--- src/rtl/enc_pkg.sv ---
// Shared constants and helpers for the priority-encoder family.
package enc_pkg;

  localparam int MODE_FIXED = 0;
  localparam int MODE_RR    = 1;

  // Stand-in for $clog2 on tools that lack it.
  function automatic int clog2(input int v);
    int r;
    r = 0;
    while ((1 << r) < v) r++;
    return r;
  endfunction

endpackage

--- src/rtl/prio_encoder_rr_prio_pick.sv ---
// Combinational picker: first set bit searching down from ptr, wrapping to N-1.
module prio_pick
  import enc_pkg::*;
#(
  parameter  int N = 16,
  localparam int W = clog2(N)
) (
  input  logic [N-1:0] req,
  input  logic [W-1:0] ptr,
  output logic [W-1:0] winner,
  output logic         any,
  output logic         multi
);

  logic [2*N-1:0] dbl;
  logic [N-1:0]   rot;
  logic [W-1:0]   hi;
  logic [W:0]     sum;

  // rot[k] = req[(k+ptr+1) mod N], so rot[N-1] is req[ptr] and the
  // highest set rot bit is the first hit of the downward search.
  always_comb begin
    dbl = {req, req} >> ({1'b0, ptr} + 1'b1);
    rot = dbl[N-1:0];
  end

  always_comb begin
    hi = '0;
    for (int k = 0; k < N; k++)
      if (rot[k]) hi = W'(k);
  end

  always_comb begin
    sum    = {1'b0, hi} + {1'b0, ptr} + (W+1)'(1);
    winner = (sum >= (W+1)'(N)) ? W'(sum - (W+1)'(N)) : sum[W-1:0];
    any    = |req;
    multi  = $countones(req) > 1;
  end

endmodule

--- src/rtl/prio_encoder_rr.sv ---
// N-to-log2(N) priority encoder, fixed or round-robin, with a registered valid/ready output.
module prio_encoder_rr
  import enc_pkg::*;
#(
  parameter  int N    = 16,
  parameter  int MODE = MODE_FIXED,
  localparam int W    = clog2(N)
) (
  input  logic         clk,
  input  logic         rst,
  input  logic         en,
  input  logic [N-1:0] ip,
  input  logic         op_ready,
  output logic         op_valid,
  output logic [W-1:0] op,
  output logic [N-1:0] op_onehot,
  output logic         multi
);

  logic [W-1:0] ptr;
  logic [W-1:0] eff_ptr;
  logic [W-1:0] win;
  logic         any;
  logic         win_multi;
  logic         cap;

  // Fixed mode is round-robin with the pointer pinned at the top index.
  assign eff_ptr = (MODE == MODE_RR) ? ptr : W'(N-1);

  prio_pick #(.N(N)) u_pick (
    .req    (ip),
    .ptr    (eff_ptr),
    .winner (win),
    .any    (any),
    .multi  (win_multi)
  );

  assign cap = en & any & (~op_valid | op_ready);

  always_ff @(posedge clk) begin
    if (rst) begin
      op_valid  <= 1'b0;
      op        <= '0;
      op_onehot <= '0;
      multi     <= 1'b0;
      ptr       <= W'(N-1);
    end else if (cap) begin
      op_valid  <= 1'b1;
      op        <= win;
      op_onehot <= N'(1) << win;
      multi     <= win_multi;
      if (MODE == MODE_RR)
        ptr <= (win == '0) ? W'(N-1) : win - 1'b1;
    end else if (op_ready) begin
      op_valid <= 1'b0;
    end
  end

endmodule
--- config.mk ---
export PLATFORM = sky130hd
export DESIGN_NAME = prio_encoder_rr
export DESIGN_NICKNAME = d
export VERILOG_FILES = /design/src/rtl/enc_pkg.sv /design/src/rtl/prio_encoder_rr_prio_pick.sv /design/src/rtl/prio_encoder_rr.sv
export SDC_FILE = /design/constraint.sdc
export NUM_CORES = 1
export LEC_CHECK = 0
export BUFFER_PORTS_ARGS = -buffer_cell sky130_fd_sc_hd__buf_2
export CAP_MARGIN = 25
export CORE_MARGIN = 2
export CORE_UTILIZATION = 25
export CTS_CLUSTER_SIZE = 30
export DETAILED_ROUTE_END_ITERATION = 12
export HOLD_SLACK_MARGIN = 0.02
export PLACE_DENSITY_LB_ADDON = 0.05
export REMOVE_ABC_BUFFERS = 1
export SLEW_MARGIN = 20
export SYNTH_ARGS = -nofsm -noshare
export SYNTH_HDL_FRONTEND = slang
export SYNTH_SLANG_ARGS = --single-unit
export TNS_END_PERCENT = 50
--- constraint.sdc ---
create_clock -name clk -period 11.8 [get_ports clk]
set_clock_uncertainty 0.1 [all_clocks]
set_input_delay 0.59 -clock clk [delete_from_list [all_inputs] [get_ports clk]]
set_output_delay 0.59 -clock clk [all_outputs]
set_load 0.05 [all_outputs]
### After elaboration in Yosys (flattened, before gate mapping)

Cells that the tools add are included.

| storage, ports and cells | value |
|---|---|
| register bits | 22 |
| latch bits | 0 |
| RAM bits | 0 |
| memory bits (read-only) | 0 |
| input bits | 20 |
| output and inout port bits | 22 |
| word-level logic and storage cells | 49 |
| memories kept | 0 |

| operators by class | value |
|---|---|
| add/sub/neg operators | 18 |
| multipliers | 0 |
| div/mod/pow operators | 0 |
| magnitude comparators | 2 |
| equality and inequality tests | 0 |
| shifts and indexed selects | 1 |
| muxes and demuxes | 18 |
| bitwise operators | 4 |
| reduce and logical (&&, ||, !) cells | 2 |

Operator list:

| kind | count |
|---|---|
| $add A32 B32 Y32 | 7 |
| $mux W4 | 9 |
| $gt A32 B2 Y1 const B | 1 |
| $add A1 B1 Y2 | 8 |
| $reduce_or A16 Y1 | 1 |
| $shl A1 B4 Y16 const A | 1 |
| $mux W3 | 4 |
| $add A4 B4 Y5 const B | 1 |
| $add A5 B1 Y5 const B | 1 |
| $ge A5 B5 Y1 const B | 1 |
| $mux W2 | 2 |
| $sub A4 B1 Y4 const B | 1 |
| $mux W1 | 3 |
| $and A1 B1 Y1 | 2 |
| $reduce_bool A2 Y1 | 1 |
| $not A1 Y1 | 1 |
| $or A1 B1 Y1 | 1 |

### Logic depth before layout (Yosys ltp)

Gate-level depths: netlist of run 1.

| depth | value |
|---|---|
| depth after elaboration | 20 |
| gate-level depth with buffers | 15 |
| gate-level depth less buffers | 15 |

### Modules after synthesis

Synthesis of run 1 repeated with hierarchy kept, for this count alone.

| unflattened totals | value |
|---|---|
| cells, all modules | 260 |
| area total of the unflattened synthesis | 2,463.6 µm² |

Modules (own cells, without submodules):

| module | times used | cells an instance | area an instance (µm²) | seq. area each (µm²) |
|---|---|---|---|---|
| prio_pick | 1 | 148 | 1,521.5 | 0.0 |
| prio_encoder_rr | 1 | 112 | 942.2 | 440.4 |

### Worst setup path before layout of run 1

No wires, ideal clock.

| path | value |
|---|---|
| path kind | input to register |
| start | input port ip[14] |
| end | register multi |
| library setup time | 0.091 ns |
| arrival | 4.002 ns |
| data required time | 11.609 ns |
| slack | 7.607 ns |
| cell stages on the path | 15 |
| buffers on the path | 0 |
| cells stage by stage | inv_1 > ha_1 > inv_1 > fa_1 > inv_1 > fa_1 > fa_1 > inv_1 > fa_1 > inv_1 > ha_1 > fa_1 > nand3_1 > o21ai_0 > a311oi_1 |

| between the ends | value |
|---|---|
| word-level cells in the longest chain between the ends | 5 |
| elaborated cells between the ends (all ways) | 8 |
| those cells by class | 4 x add/sub; 1 x order compare; 2 x bitwise; 1 x reduce/logical |

Ends and longest elaborated chain:

| item | line | text |
|---|---|---|
| from (decl) | prio_encoder_rr.sv:12 | `input logic [N-1:0] ip,` |
| $add A1 B1 Y2 (not written as such) | prio_encoder_rr_prio_pick.sv:37 | `multi = $countones(req) > 1;` |
| $add A32 B32 Y32 (not written as such) (3 in series) | prio_encoder_rr_prio_pick.sv:37 |  |
| $gt A32 B2 Y1 | prio_encoder_rr_prio_pick.sv:37 |  |
| to (signal assigned) | prio_encoder_rr.sv:51 | `multi <= win_multi;` |
| to (decl) | prio_encoder_rr.sv:17 | `output logic multi` |

Parallel ways exist; a longest one is shown, timed or not.
A chain may end at the register's enable or synchronous reset.

### Final worst setup path of run 1

| path | value |
|---|---|
| start | input port ip[15] |
| end | register multi |

Same word-level chain as after synthesis.

==> results of run 1 <==
[routing by layer]
| layer | vias to the layer above | share of wire (%) | track usage [%] |
|---|---|---|---|
| li1 | 711 | - | - |
| met1 | 621 | 49 | 14.8 |
| met2 | 28 | 47 | 20.5 |
| met3 | 2 | 3.0 | 1.64 |
| met4 | 0 | 0.99 | 3.03 |
| met5 | - | 0 | 0 |
[power breakdown]
part	switching [mW]	internal (mW)
logic	0.0638	0.0413
clock network	0.0238	0.0297
registers	0.00146	0.0772
total	0.0891	0.148
[state kept, by name (all words and copies together) (netlist names)]
| signal | cells |
|---|---|
| multi | 1 |
| op | 4 |
| op_onehot | 16 |
| op_valid | 1 |
[path summary, 6_finish.rpt]
path                                    from             to  slack, ns  cells after the start
worst max-delay path                  ip[15]          multi       7.60                     16
worst min-delay path            op_onehot[2]   op_onehot[2]       0.35                      2
worst max register to register      op_valid  op_onehot[15]      10.08                      5
worst min register to register  op_onehot[2]   op_onehot[2]       0.35                      2
[cell usage in the layout, fill, tap and decap left out, types with 8 or more instances in the layout]
cell type / Yosys / final
nand2_1: 18 / 18
dfxtp_1: 22 / 22
a21oi_1: 8 / 8
ha_1: 22 / 22
buf_2: 1 / 41
inv_1: 37 / 37
nor2_1: 10 / 10
o21ai_1: 13 / 13
fa_1: 11 / 11
[through the flow]
| step | std cells | hold WS (ns) | setup slack (ns) |
|---|---|---|---|
| after CTS | 309 | 0.350 | 7.55 |
| after global placement | 305 | 0.336 | 7.31 |
| after detailed placement | 305 | 0.338 | 7.28 |
| after floorplan | 187 | 0.559 | 7.61 |
| final | 309 | 0.345 | 7.60 |
| after global routing | 309 | 0.373 | 7.33 |
[cells by family (layout without fill, tap and decap cells)]
kind of cell | Yosys count | in the layout | synth area share [%]
AO/OA/AOI/OAI | 40 | 40 | 16.4
flip-flops | 22 | 22 | 26.3
adder cells (fa/ha/maj) | 33 | 33 | 29.6
buffers and inverters | 40 | 82 | 9.05
AND/OR/NAND/NOR | 55 | 55 | 18.6
[layout make-up]
type	count	area, um2	share of cell area [%]
Sequential cell	22	440	21.8
Inverter	37	139	6.89
Tap cell	77	96.3	4.78
Clock buffer	4	55.1	2.73
Multi-Input combinational cell	128	1080	53.6
Timing Repair Buffer	41	205	10.2
[worst min-delay path, delay by kind of cell (launching register included)]
| family | cells | cell delay (ns) |
|---|---|---|
| AOI/OAI and AO/OA | 1 | 0.05 |
| DFF | 1 | 0.31 |
| and+or+nand+nor | 1 | 0.05 |
==> out/results.tsv, run 1 <==
stage	metric	value	unit
final_layout	fill_cells	700	
floorplan	die-width	85.8	um
placed_design	place_hpwl	3.40	mm
sta	maxSlewViolCount	0	
clocking	clk-insertion-delay-late	0.25	ns
floorplan	coreArea	0.00642	mm2
final_layout	drive_gt1_share	24.1	%
worst_setup_path	end_kind	flip-flop	
yosys	ys_types	41	
detailed_routing	drc_errors	0	
detailed_routing	vias	1362	
sta	setup_violations	0	
worst_setup_path	arrival	4.27	ns
yosys	synth_edf_count	0	
worst_setup_path	critical_path.max_fanout	5	
sta	max_freq	238	MHz
min_path	hold_path.class	reg -> reg	
yosys	syn-cell-area	0.00167	mm2
clocking	cts_resized	0	
clocking	cts.reportedPaths.clkPinSlew	0.08	ns
worst_setup_path	worst_path_max_delay_cell	fa_1	
placed_design	place.gp.congestion	0.751	
grt	grt_max_degree	18	
floorplan	num_rows	29	
final_layout	nets	286	
sta	relSlewSlack	52.2	%
clocking	cts_hold_buf	0	
final_layout	design_area	0.00202	mm2
yosys	synth_common_cells	37 x inv_1, 22 x dfxtp_1, 22 x ha_1	
clocking	cts_sinks	22	
power_and_ir_drop	powerDensity	118	mW/mm2
clocking	cts_made_buffers	3	
sta	tns	0	ns
run	cap_viol_max_count	0	
sta	finalHoldViolations	0	
floorplan	start_util	26.0	%
placed_design	portBuffers	41	
clocking	htree_levels	1	
grt	antenna_found_initial	0	
yosys	ys_seq_area_share	26.3	%
yosys	synth-async-reset-ratio	0	%
worst_setup_path	critical_path_required	11.87	ns
grt	grt_pass1_wl	6.81	mm
yosys	ys.flop_type	dfxtp_1	
sta	tightest_slew	0.717	ns
yosys	yosys-top-cells-area	dfxtp_1 26%, ha_1 16%, fa_1 13%	
worst_setup_path	worstSetupPathType	in -> reg	
power_and_ir_drop	design_power_total	0.237	mW
placed_design	placed_cell_area	0.00196	mm2
grt	track_usage	11.6	%
detailed_routing	wirelength	4.03	mm
yosys	yosysMostFrequentCell	inv_1	
power_and_ir_drop	leakage	0.998	nW
floorplan	dieArea	0.00736	mm2
worst_setup_path	worstSetupStartpointType	input port	
final_layout	utilization	31.4	%
worst_setup_path	critPathTopFamily	adder cells	
final_layout	area_growth	20.6	%
final_layout	antenna_cells	0	
yosys	synthCells	190	
grt	grt_overflow	0	
yosys	synth_top_area_share	26.3	%
power_and_ir_drop	ir_drop	0.0371	mV
floorplan	num_io_pins	42	
detailed_routing	via_per_inst	4.41	
sta	min_period	4.20	ns
detailed_routing	wl_per_cell	13.1	um
worst_setup_path	cp_cell_sequence	buf_2 > inv_1 > ha_1 > inv_1 > fa_1 > inv_1 > fa_1 > fa_1 > inv_1 > fa_1 > inv_1 > ha_1 > fa_1 > nand3_1 > o21ai_0 > a311oi_1	
detailed_routing	drtIter0Drc	52	
floorplan	die_h	85.8	um
clocking	post_cts_buffers	0	
worst_setup_path	worst-path-buf-inv	6	
grt	grt_pass1_vias	1387	
detailed_routing	ant_nets	0	
detailed_routing	first_pass_iters	6	
run_status	status	finished, final reports clean	
yosys	synth_area_leader_cell	dfxtp_1	
sta	fin_crit_sh	35.6	%
clocking	clockBufferDepth	2	
clocking	cts_tree	built	
worst_setup_path	slowest_delay	0.54	ns
yosys	avgSynthCellArea	8.80	um2
clocking	clk_root_buffer_cell	clkbuf_8	
yosys	synth_seq_cells	22	
yosys	yosys_warnings	0	
sta	rsz0062_at_grt	false	
Note: power is estimated with default switching activity, not from simulation.
==> run 2, diff against run 1 <==
==> constraint.sdc (replaced) <==
create_clock -name clk -period 4.2 [get_ports clk]
set_clock_uncertainty 0.1 [all_clocks]
set_input_delay 0.21 -clock clk [delete_from_list [all_inputs] [get_ports clk]]
set_output_delay 0.21 -clock clk [all_outputs]
set_load 0.05 [all_outputs]
==> run 2 against run 1 <==
The flow now finishes with violations (DRC). Die area unchanged. Count of clock-buffer cells in the layout fell by 1. Critical path depth unchanged. Wire length shrank 0.45%. Design area increased by 0.43%. Worst hold slack lost 0.20 ns. First-iteration DRC count fell by 35%. Sequential power grew to 2.8 times the previous value. Largest cell class unchanged.
==> out/results.tsv, run 2 (same netlist as run 1, synthesis figures left out) <==
stage	metric	value	unit
run_status	status	complete, but fails checks	
run_status	violations	DRC	
sta	maxSlewViolCount	0	
placed_design	placed_cell_area	0.00198	mm2
power_and_ir_drop	powerDensity	320	mW/mm2
worst_setup_path	critPathTopFamily	adder cells	
sta	tightest_slew	0.674	ns
final_layout	nets	289	
clocking	cts_resized	0	
detailed_routing	vias	1369	
worst_setup_path	critical_path.max_fanout	5	
grt	grt_pass1_wl	6.73	mm
final_layout	regMostFlops	op_onehot	
floorplan	num_rows	29	
worst_setup_path	worst_path_max_delay_cell	fa_1	
floorplan	num_io_pins	42	
sta	rsz0062_at_grt	false	
sta	min_period	3.84	ns
floorplan	start_util	26.0	%
worst_setup_path	end_kind	flip-flop	
sta	holdWs	0.141	ns
clocking	htree_levels	1	
sta	tns	0	ns
power_and_ir_drop	clock_power_share	19.5	%
power_and_ir_drop	p_switching	0.249	mW
worst_setup_path	timing.rr.start	op_valid	
detailed_routing	drtIter0Drc	34	
sta	max_freq	260	MHz
sta	setup_violations	0	
sta	fin_crit_sh	91.5	%
detailed_routing	ant_nets	0	
detailed_routing	wirelength	4.02	mm
clocking	clk-insertion-delay-late	0.25	ns
grt	antenna_found_initial	0	
power_and_ir_drop	power_frac_comb	46.4	%
power_and_ir_drop	ir_drop	0.121	mV
final_layout	top_regs	op_onehot (16), op (4)	
power_and_ir_drop	p_int	0.399	mW
grt	grt_max_degree	18	
clocking	cts.reportedPaths.clkPinSlew	0.07	ns
final_layout	final_common_cell	buf_2	
floorplan	coreArea	0.00642	mm2
clocking	cts_tree	built	
power_and_ir_drop	seqPwrFrac	34.1	%
placed_design	place.gp.congestion	0.751	
worst_setup_path	slowest_delay	0.54	ns
final_layout	drive_gt1_share	24.8	%
floorplan	dieArea	0.00736	mm2
worst_setup_path	worstSetupStartpointType	input port	
worst_setup_path	worstSetupPathType	in -> reg	
run	cap_viol_max_count	0	
clocking	cts_sinks	22	
detailed_routing	via_per_inst	4.40	
clocking	clk_root_buffer_cell	clkbuf_8	
detailed_routing	wl_per_cell	12.9	um
final_layout	fill_cells	714	
final_layout	largest_reg_flops	16	
final_layout	mostFrequentLayoutCells	41 x buf_2, 37 x inv_1, 22 x ha_1, 22 x dfxtp_1, 18 x nand2_1	
floorplan	die_h	85.8	um
final_layout	area_growth	21.1	%
grt	grt_pass1_vias	1387	
grt	grt_overflow	0	
detailed_routing	first_pass_iters	10	
worst_setup_path	cp_cell_sequence	buf_2 > inv_1 > ha_1 > inv_1 > fa_1 > inv_1 > fa_1 > fa_1 > inv_1 > fa_1 > inv_1 > ha_1 > fa_1 > nand3_1 > o21ai_0 > a311oi_1	
clocking	cts_hold_buf	0	
clocking	clockBufferDepth	2	
placed_design	place_hpwl	3.43	mm
sta	relSlewSlack	55.0	%
worst_setup_path	crit_start	ip[15]	
power_and_ir_drop	leakage	1.00	nW
final_layout	design_area	0.00203	mm2
grt	track_usage	11.5	%
final_layout	utilization	31.5	%
sta	finalHoldViolations	0	
power_and_ir_drop	switching_share	38.4	%
placed_design	portBuffers	41	
worst_setup_path	critical_path_required	4.27	ns
clocking	post_cts_buffers	0	
worst_setup_path	worst-path-buf-inv	6	
floorplan	die-width	85.8	um
min_path	hold_path.startpoint	en	
min_path	hold_path.class	in -> reg	
final_layout	antenna_cells	0	
worst_setup_path	arrival	3.91	ns
clocking	cts_made_buffers	3	
detailed_routing	drc_errors	4	
==> run 2: final cells by class <==
cell class / instances / area (um2) / share of cell area [%]
repair buffers: 44 / 228 / 11.2
clock buffers: 3 / 41.3 / 2.04
flip-flops and latches: 22 / 440 / 21.7
well taps: 77 / 96.3 / 4.76
inverters: 37 / 139 / 6.86
multi-input cells: 128 / 1080 / 53.4
==> run 2: path summary, 6_finish.rpt <==
| kind | to | slack, ns | cells past startpoint |
|---|---|---|---|
| max | multi | 0.36 | 16 |
| min | op_valid | 0.14 | 3 |
| max reg2reg | op_onehot[15] | 2.50 | 5 |
| min reg2reg | op_onehot[5] | 0.34 | 2 |
==> run 2: worst register-to-register path, stage by stage (launching register included) <==
cell and delay, ns:
dfxtp_1 0.33, nand2b_1 0.10, o211a_1 0.23, nor2_2 0.57
a21oi_1 0.15, a21oi_1 0.15
==> run 2: stage by stage <==
stage                     cells  setup WS, ns  power, mW
after global placement      308        0.0883      0.538
after floorplan             187         0.387      0.451
after global routing        311        0.0298      0.728
after detailed placement    308        0.0336      0.536
after CTS                   311         0.303      0.667
final                       311         0.356      0.648
==> run 2: metal layers <==
layer | up-vias | routed length [um] | global-route usage [%]
li1 | 716 | - | -
met1 | 625 | 1890 | 15.1
met2 | 26 | 1960 | 19.9
met3 | 2 | 126 | 0.962
met4 | 0 | 40 | 3.90
met5 | - | 0 | 0
==> run 2: power by group through the flow <==
stage          Clock, mW  Sequential (mW)  Combinational, mW
6_report           0.126            0.221              0.301
5_1_grt            0.143            0.222              0.363
4_1_cts            0.133            0.221              0.313
3_5_place_dp           0            0.226              0.311
3_3_place_gp           0            0.226              0.312
2_1_floorplan          0            0.255              0.196
